### config.mk
export PLATFORM = sky130hd
export DESIGN_NAME = int_ctrl_flat
export DESIGN_NICKNAME = d
export VERILOG_FILES = /design/src/rtl/int_ctrl_if.sv /design/src/rtl/int_ctrl.sv /design/src/flat_wrapper.sv
export SDC_FILE = /design/constraint.sdc
export NUM_CORES = 1
export LEC_CHECK = 0
export ABC_AREA = 1
export ABC_CLOCK_PERIOD_IN_PS = 1780
export CORE_MARGIN = 3
export CORE_UTILIZATION = 50
export DETAILED_ROUTE_END_ITERATION = 8
export PLACE_DENSITY = 0.82
export SETUP_SLACK_MARGIN = 0.3
export SLEW_MARGIN = 20
export SYNTH_ARGS = -nofsm -noshare
export SYNTH_HDL_FRONTEND = slang
export SYNTH_SLANG_ARGS = --single-unit
### constraint.sdc
create_clock -name clk -period 1.78 [get_ports clk]
set_clock_uncertainty 0.05 [all_clocks]
set_input_delay 0.267 -clock clk [delete_from_list [all_inputs] [get_ports clk]]
set_output_delay 0.267 -clock clk [all_outputs]
set_load 0.02 [all_outputs]
### src/rtl/int_ctrl_if.sv
// Bus between the interrupt controller and its environment: request lines,
// mask programming, core handshake and status.
interface int_ctrl_if #(
  parameter int NSRC = 4
);
  localparam int VW = $clog2(NSRC);

  logic [NSRC-1:0] irq_in;
  logic            mask_we;
  logic [NSRC-1:0] mask_wdata;
  logic            int_ack;
  logic            rti;
  logic            intr;
  logic [VW-1:0]   int_vec;
  logic [NSRC-1:0] pending;
  logic [NSRC-1:0] mask;
  logic            busy;

  // master: the controller; slave: the core / environment side
  modport master (
    input  irq_in, mask_we, mask_wdata, int_ack, rti,
    output intr, int_vec, pending, mask, busy
  );

  modport slave (
    output irq_in, mask_we, mask_wdata, int_ack, rti,
    input  intr, int_vec, pending, mask, busy
  );
endinterface

### src/rtl/int_ctrl.sv
// Interrupt request controller: synchronises request lines, latches rising
// edges, masks, picks the lowest-index eligible source and runs the core handshake.
module int_ctrl #(
  parameter int NSRC        = 4,
  parameter int SYNC_STAGES = 2
) (
  input logic         clk,
  input logic         rst,
  int_ctrl_if.master  bus
);
  localparam int VW = $clog2(NSRC);

  typedef enum logic [1:0] {IDLE, REQ, SERVICE} state_t;
  state_t state;

  logic [NSRC-1:0] sync_q [SYNC_STAGES];
  logic [NSRC-1:0] ref_q;
  logic [NSRC-1:0] rise;
  logic [NSRC-1:0] eligible;
  logic [NSRC-1:0] clr;
  logic [VW-1:0]   winner;

  always_ff @(posedge clk) begin
    if (rst) begin
      for (int unsigned i = 0; i < SYNC_STAGES; i++) sync_q[i] <= '0;
      ref_q <= '0;
    end else begin
      sync_q[0] <= bus.irq_in;
      for (int unsigned i = 1; i < SYNC_STAGES; i++) sync_q[i] <= sync_q[i-1];
      ref_q <= sync_q[SYNC_STAGES-1];
    end
  end

  always_comb begin
    rise     = sync_q[SYNC_STAGES-1] & ~ref_q;
    eligible = bus.pending & ~bus.mask;
    // scan from the top so the lowest set index is the last to be written
    winner   = '0;
    for (int unsigned i = 0; i < NSRC; i++)
      if (eligible[NSRC-1-i]) winner = VW'(NSRC-1-i);
    clr = '0;
    if (state == REQ && bus.int_ack) clr[bus.int_vec] = 1'b1;
  end

  always_ff @(posedge clk) begin
    if (rst) begin
      state       <= IDLE;
      bus.intr    <= 1'b0;
      bus.int_vec <= '0;
      bus.pending <= '0;
      bus.mask    <= '0;
      bus.busy    <= 1'b0;
    end else begin
      // a new edge wins over the acknowledge clear of the same bit
      bus.pending <= (bus.pending & ~clr) | rise;
      if (bus.mask_we) bus.mask <= bus.mask_wdata;
      case (state)
        IDLE: begin
          if (|eligible) begin
            bus.int_vec <= winner;
            bus.intr    <= 1'b1;
            bus.busy    <= 1'b1;
            state       <= REQ;
          end
        end
        REQ: begin
          if (bus.int_ack) begin
            bus.intr <= 1'b0;
            state    <= SERVICE;
          end
        end
        SERVICE: begin
          if (bus.rti) begin
            bus.busy <= 1'b0;
            state    <= IDLE;
          end
        end
        default: begin
          state    <= IDLE;
          bus.intr <= 1'b0;
          bus.busy <= 1'b0;
        end
      endcase
    end
  end
endmodule

### src/flat_wrapper.sv
// flat-port wrapper written by rule: the top's interface ports become plain ports
module int_ctrl_flat 
#(
  parameter int NSRC        = 4,
  parameter int SYNC_STAGES = 2
)
  (clk, rst, bus_irq_in, bus_mask_we, bus_mask_wdata, bus_int_ack, bus_rti, bus_intr, bus_int_vec, bus_pending, bus_mask, bus_busy);
  int_ctrl_if #(.NSRC(NSRC)) bus_i ();
  input logic clk;
  input logic rst;
  input wire logic [$bits(bus_i.irq_in)-1:0] bus_irq_in;
  input wire logic [$bits(bus_i.mask_we)-1:0] bus_mask_we;
  input wire logic [$bits(bus_i.mask_wdata)-1:0] bus_mask_wdata;
  input wire logic [$bits(bus_i.int_ack)-1:0] bus_int_ack;
  input wire logic [$bits(bus_i.rti)-1:0] bus_rti;
  output wire logic [$bits(bus_i.intr)-1:0] bus_intr;
  output wire logic [$bits(bus_i.int_vec)-1:0] bus_int_vec;
  output wire logic [$bits(bus_i.pending)-1:0] bus_pending;
  output wire logic [$bits(bus_i.mask)-1:0] bus_mask;
  output wire logic [$bits(bus_i.busy)-1:0] bus_busy;
  assign bus_i.irq_in = bus_irq_in;
  assign bus_i.mask_we = bus_mask_we;
  assign bus_i.mask_wdata = bus_mask_wdata;
  assign bus_i.int_ack = bus_int_ack;
  assign bus_i.rti = bus_rti;
  assign bus_intr = bus_i.intr;
  assign bus_int_vec = bus_i.int_vec;
  assign bus_pending = bus_i.pending;
  assign bus_mask = bus_i.mask;
  assign bus_busy = bus_i.busy;
  int_ctrl #(.NSRC(NSRC), .SYNC_STAGES(SYNC_STAGES)) u_core (.clk(clk), .rst(rst), .bus(bus_i));
endmodule
==> impl_results.md <==
* Final setup fails at 0
* Initial Utilization at 54.5%
* Tot Pwr at 1110 µW
* Slowest cell delay on critical path at 440 ps
* Via density at 4.39
* Final worst-path cycle share at 79.3%
* Share of layout cells above drive strength 1 at 12.4%
* Aggregate routed wire length at 1690 µm
* CTS Buf Count at 3
* Dpl ws at 389 ps
* DRT iter0 DRCs at 7
* PortBufs at 24
* Critical Path RT at 1460 ps
* Leak pwr at 0.000604 µW
* CTS tree: built
* Yosys Warn Count at 0
* Final Wtd Congestion at 0.815
* Max frequency at 708 MHz
* Root Buffer: clkbuf_4
* Diode count at 0
* WL/cell at 9.49 µm
* Die span in x at 50.1 µm
* Relative slew slack at 84.9%
* P per Cell Area at 876 mW/mm²
* Status: complete, no violations
* Slew @ Worst Pin at 227 ps
* Vias at 781
* CP top delay family: flip-flops
* Clock Latency Late Sink at 300 ps
* Final core utilization at 70.8%
* Cells after Synth at 126
* Buf/Inv on CP at 1
* Final Worst Setup Slack at 368 ps
* Post-Syn Area at 971 µm²
* Worst hold path type: register to register
* Worst path depth at 1
* Initial antenna violation count at 0
* CP max-delay cell: dfxtp_1
* CP startpoint kind: register
* Sequential standard cell area at 520 µm²
* Sequential area share after synthesis at 53.6%
* Crit path cell chain: dlygate4sd2_1
* Largest net degree at the start of global routing at 21
* Gate power share at 17.4%
* Max-slew violation total from the final report at 0
* First-pass GRT wire length at 2970 µm
* DRT antenna net count at 0
* CP Class: register to output port
* Min Tclk post-route at 1410 ps
* Clock Power Share at 25.0%
* Critical path arrival at 1090 ps
* Drt drc at 0
* Final nets at 167
* Setup bufs post-CTS at 0
* Synth cell types at 17
* Final Hold Viols at 0
* Max-cap violations at 0
* Yosys reg bits at 26
* Highest net fanout along the worst path at 5
* Clock sink total at 26
* Gr usage total at 14.9%
* Post-route setup TNS at 0 ps
* Vias in the first global route at 744
* R2R cell count at 8
* Die Area at 0.00251 mm²
* Sw Ratio at 25.5%
* Crit path capture type: output port
* Chip Height at 50.1 µm
* CTS Buffer Depth at 2
* RSZ-0062 raised after global routing: false
* Num rows at 15
* Flop pwr share at 57.6%
* Htree depth at 1
* Switching pwr at 282 µW
* Peak supply drop at 624 µV
* Area of the multi-input gates at 337 µm²
* Core Region at 0.00178 mm²
* Drt first pass iters at 4
* P_int at 824 µW
* Clk slew on worst S/H paths at 120 ps
* Post-DP HPWL at 1340 µm
* Synth-to-layout area growth at 30.0%
* Fill count at 159
* Min-Delay Path Depth at 2
* I/O pin count at 25
* Syn Area/Cell at 7.71 µm²
* Synth Net Count at 139
* Overflow after GRT at 0
cell families (layout without fill, tap and decap cells):
kind of cell	after synthesis	after routing	synth area share [%]
simple gates	51	51	23.7
flops	26	26	53.6
buf+inv	30	57	11.7
compound gates	19	19	11.0
power groups by stage:
stage / Clock (µW) / Combinational, µW / Sequential [µW]
after floorplan: 0 / 98.0 / 674
after global placement: 0 / 203 / 651
after detailed placement: 0 / 208 / 652
after CTS: 288 / 195 / 638
after global routing: 315 / 214 / 643
final: 277 / 192 / 637
layer usage:
| metal | GRT usage, % | share of wire [%] | wire [µm] |
|---|---|---|---|
| met1 | 17.3 | 43 | 729 |
| met2 | 26.3 | 52 | 883 |
| met3 | 4.23 | 3.8 | 64 |
| met4 | 4.15 | 0.71 | 12 |
| met5 | 0 | 0 | 0 |
layout make-up:
class | count | area share [%]
flip-flops and latches | 26 | 41.2
multi-input cells | 70 | 26.7
repair buffers | 25 | 18.4
inverters | 28 | 8.33
clock buffers | 4 | 2.87
well taps | 25 | 2.48
flip-flops by register name (all words and copies together) (netlist names):
| register | count |
|---|---|
| u_core.bus.mask | 4 |
| u_core.sync_q | 8 |
| u_core.bus.int_vec | 2 |
| u_core.bus.pending | 4 |
| u_core.state | 2 |
| u_core.bus.busy | 1 |
| u_core.ref_q | 4 |
| u_core.bus.intr | 1 |
synthesized netlist by cell type:
| master | count | share of area (%) |
|---|---|---|
| o21ai_1 | 2 | 1.0 |
| nor2_2 | 1 | 0.64 |
| nor2_4 | 1 | 1.2 |
| nand2_2 | 6 | 3.9 |
| clkbuf_1 | 1 | 0.39 |
| inv_2 | 3 | 1.2 |
| clkinv_1 | 1 | 0.39 |
| a21oi_2 | 3 | 2.7 |
| dfxtp_1 | 26 | 54 |
| nand3_1 | 8 | 4.1 |
| a21oi_1 | 10 | 5.2 |
| nand2_1 | 14 | 5.4 |
| inv_1 | 24 | 9.3 |
| nand3b_1 | 1 | 0.77 |
| o21ai_0 | 4 | 2.1 |
| buf_2 | 1 | 0.51 |
| nor2_1 | 20 | 7.7 |
stage by stage:
stage               cell area [µm²]  hold slack (ps)  std cells
floorplan                       971              324        126
global placement               1240              339        174
detailed placement             1240              342        174
CTS                            1260              360        178
global route                   1260              371        178
finish                         1260              359        178
cell usage in the layout (no fill, tap or decap), drive strengths merged, types with 4 or more instances in the layout:
master and count:
nand2 20, nor2 22, o21ai 6, inv 27, nand3 8, clkbuf 4, a21oi 13, dfxtp 26
clkdlybuf4s50 12, dlygate4sd2 12
path summary, 6_finish.rpt:
path / start / to / slack [ps]
worst min register to register: u_core.sync_q[0][3] / u_core.sync_q[0][7] / 360
worst max-delay path: u_core.bus.int_vec[0] / bus_int_vec[0] / 370
worst min-delay path: u_core.sync_q[0][3] / u_core.sync_q[0][7] / 360
worst max register to register: u_core.bus.mask[0] / u_core.bus.int_vec[0] / 680
timing repair:
item	4_1_cts	5_1_grt
resized for setup	12	0
hold endpoints to repair	0	0
setup endpoints to repair	12	0
hold buffers	0	0
Power figures use the tool's default switching activity.
==> variant, RTL diff (same flow settings) <==
`SYNC_STAGES` is set to 2 in 2 places; all go to 4.
--- a/src/rtl/int_ctrl.sv
+++ b/src/rtl/int_ctrl.sv
@@ -3,5 +3,5 @@
 module int_ctrl #(
   parameter int NSRC        = 4,
-  parameter int SYNC_STAGES = 2
+  parameter int SYNC_STAGES = 4
 ) (
   input logic         clk,
--- a/src/flat_wrapper.sv
+++ b/src/flat_wrapper.sv
@@ -3,5 +3,5 @@
 #(
   parameter int NSRC        = 4,
-  parameter int SYNC_STAGES = 2
+  parameter int SYNC_STAGES = 4
 )
   (clk, rst, bus_irq_in, bus_mask_we, bus_mask_wdata, bus_int_ack, bus_rti, bus_intr, bus_int_vec, bus_pending, bus_mask, bus_busy);
Check against the original RTL: not equivalent (Yosys sat finds a counterexample within 4 cycles, from zero or initial values and one cycle with rst high).
==> variant against the original RTL <==
  * Wire length is 15% higher
  * Area after synthesis is 20% higher
  * Register-to-register slack worse by 0.06 ns
  * Setup slack better by 0.023 ns
  * Via count is 20% higher
  * Sequential cell count is 8 higher
  * Total power is 18% higher
  * Final area is 16% higher
  * Final cell count is 15% higher
  * Critical endpoint is now bus_int_vec[1]
  * Largest cell class unchanged
  * Largest power group unchanged
==> variant: results (changes against the original RTL) <==
Clock tree
  – H-tree depth: 2 (was 1)
  – Clock Tree Root: clkbuf_4 (unchanged)
  – CTS buffer count: 5 (was 3)
  – CTS clk-pin slew, worst paths: 0.10 ns (was 0.12 ns)
  – Skew-Pair Late Insertion Delay: 0.31 ns

Global route
  – Vias in the first global route: 866 (was 744)
  – Initial antenna violation count: 0 (unchanged)
  – GR Util met2: 29.7% (was 26.3%)
  – Met1 Use GR: 17.3% (about the same)
  – All-Layer GR Usage: 16.8% (was 14.9%)
  – Global-route wire length before repair: 3480 um (was 2970 um)
  – GR met3 Demand/Resource: 7.36% (was 4.23%)
  – Pin count of the biggest net entering global routing: 30 (was 21)

Cells and area
  – Post-Layout Cell Count: 204 (was 178)
  – Share of layout cells above drive strength 1: 6.21% (was 12.4%)
  – Max reg flops: 16 (was 8)
  – Fin nets: 190 (was 167)

Yosys
  – Distinct cells, synth: 15 (was 17)
  – Sequential share of the synthesized area: 58.6% (was 53.6%)
  – Top post-synthesis cells by area: dfxtp_1 59%, inv_1 10%, nor2_1 10% (was dfxtp_1 54%, inv_1 9.3%, nor2_1 7.7%)
  – Ys Warns: 0 (unchanged)
  – Mapped Nets: 161 (was 139)
  – Top cells by count, synth: 34 x dfxtp_1, 32 x inv_1, 31 x nor2_1 (was 26 x dfxtp_1, 24 x inv_1, 20 x nor2_1)
  – Synthesized area per cell: 7.85 um^2 (was 7.71 um^2)

Setup path
  – Worst Path Arrival: 1.07 ns (was 1.09 ns)

Place
  – Global placer's final weighted congestion: 0.679 (was 0.815)
  – Placed inst area: 1430 um^2 (was 1240 um^2)
  – DP HPWL: 1470 um (was 1340 um)
  – Port-buffer cells: 24 (unchanged)
  – Post-place setup slack: 0.386 ns (was 0.389 ns)

Pwr
  – Comb power frac: 10.6% (was 17.4%)
  – Leak: 0.682 nW (was 0.604 nW)
  – Power Density: 895 nW/um^2 (was 876 nW/um^2)
  – Part of the power in the clock network: 28.0% (was 25.0%)
  – Worst IR Drop VDD: 0.740 mV (was 0.624 mV)
  – Switching power: 0.308 mW (was 0.282 mW)

Routing
  – Initial DRC Count: 5 (was 7)
  – Detailed Route WL: 1950 um (was 1690 um)
  – Vias post-DR: 940 (was 781)

Timing
  – Worst-margin pin slew: 0.296 ns (was 0.227 ns)

Status
  – Result of the run: complete, no violations (unchanged)
[variant: cell types whose count changed after synthesis, moves of 2 or more]
cell / change
nor2_1: +11
dfxtp_1: +8
inv_1: +8
nand2_2: -6
a21oi_1: +4
nand2_1: +4
a21oi_2: -3
nand3_1: -3
o21ai_1: -2
[variant: area by class of cell]
| type | instances | area (um^2) |
|---|---|---|
| Sequential cell | 34 | 681 |
| Inverter | 34 | 128 |
| Timing Repair Buffer | 25 | 234 |
| Fill cell | 182 | 621 |
| Multi-Input combinational cell | 77 | 340 |
| Clock buffer | 7 | 45.0 |
| Tap cell | 27 | 33.8 |
[variant: what timing repair did]
item	in CTS	in global routing
setup endpoints to repair	12	1
hold buffers	0	0
buffers inserted	0	0
resized for setup	12	1
[variant: final timing paths]
| path | cells after the start | to | start | slack (ns) |
|---|---|---|---|---|
| min reg2reg | 2 | u_core.sync_q[0][12]$_SDFF_PP0_ | u_core.sync_q[0][8]$_SDFF_PP0_ | 0.34 |
| max reg2reg | 7 | u_core.bus.pending[2]$_SDFF_PP0_ | u_core.state[0]$_SDFFE_PP0P_ | 0.62 |
| min | 2 | u_core.sync_q[0][12]$_SDFF_PP0_ | u_core.sync_q[0][8]$_SDFF_PP0_ | 0.34 |
| max | 1 | bus_int_vec[1] | u_core.bus.int_vec[1]$_SDFFE_PP0P_ | 0.39 |
[variant: kinds of logic (layout without fill, tap and decap cells)]
kind of cell	after synthesis	count (layout)	share of synthesized area, %
simple gates	57	57	20.1
flops	34	34	58.6
buf+inv	37	66	12.2
compound gates	20	20	9.15
[variant: metal layers]
layer	share of wire [%]	routed length, um
met5	0	0
met4	1.3	25
met3	6.4	124
met2	49	949
met1	44	849
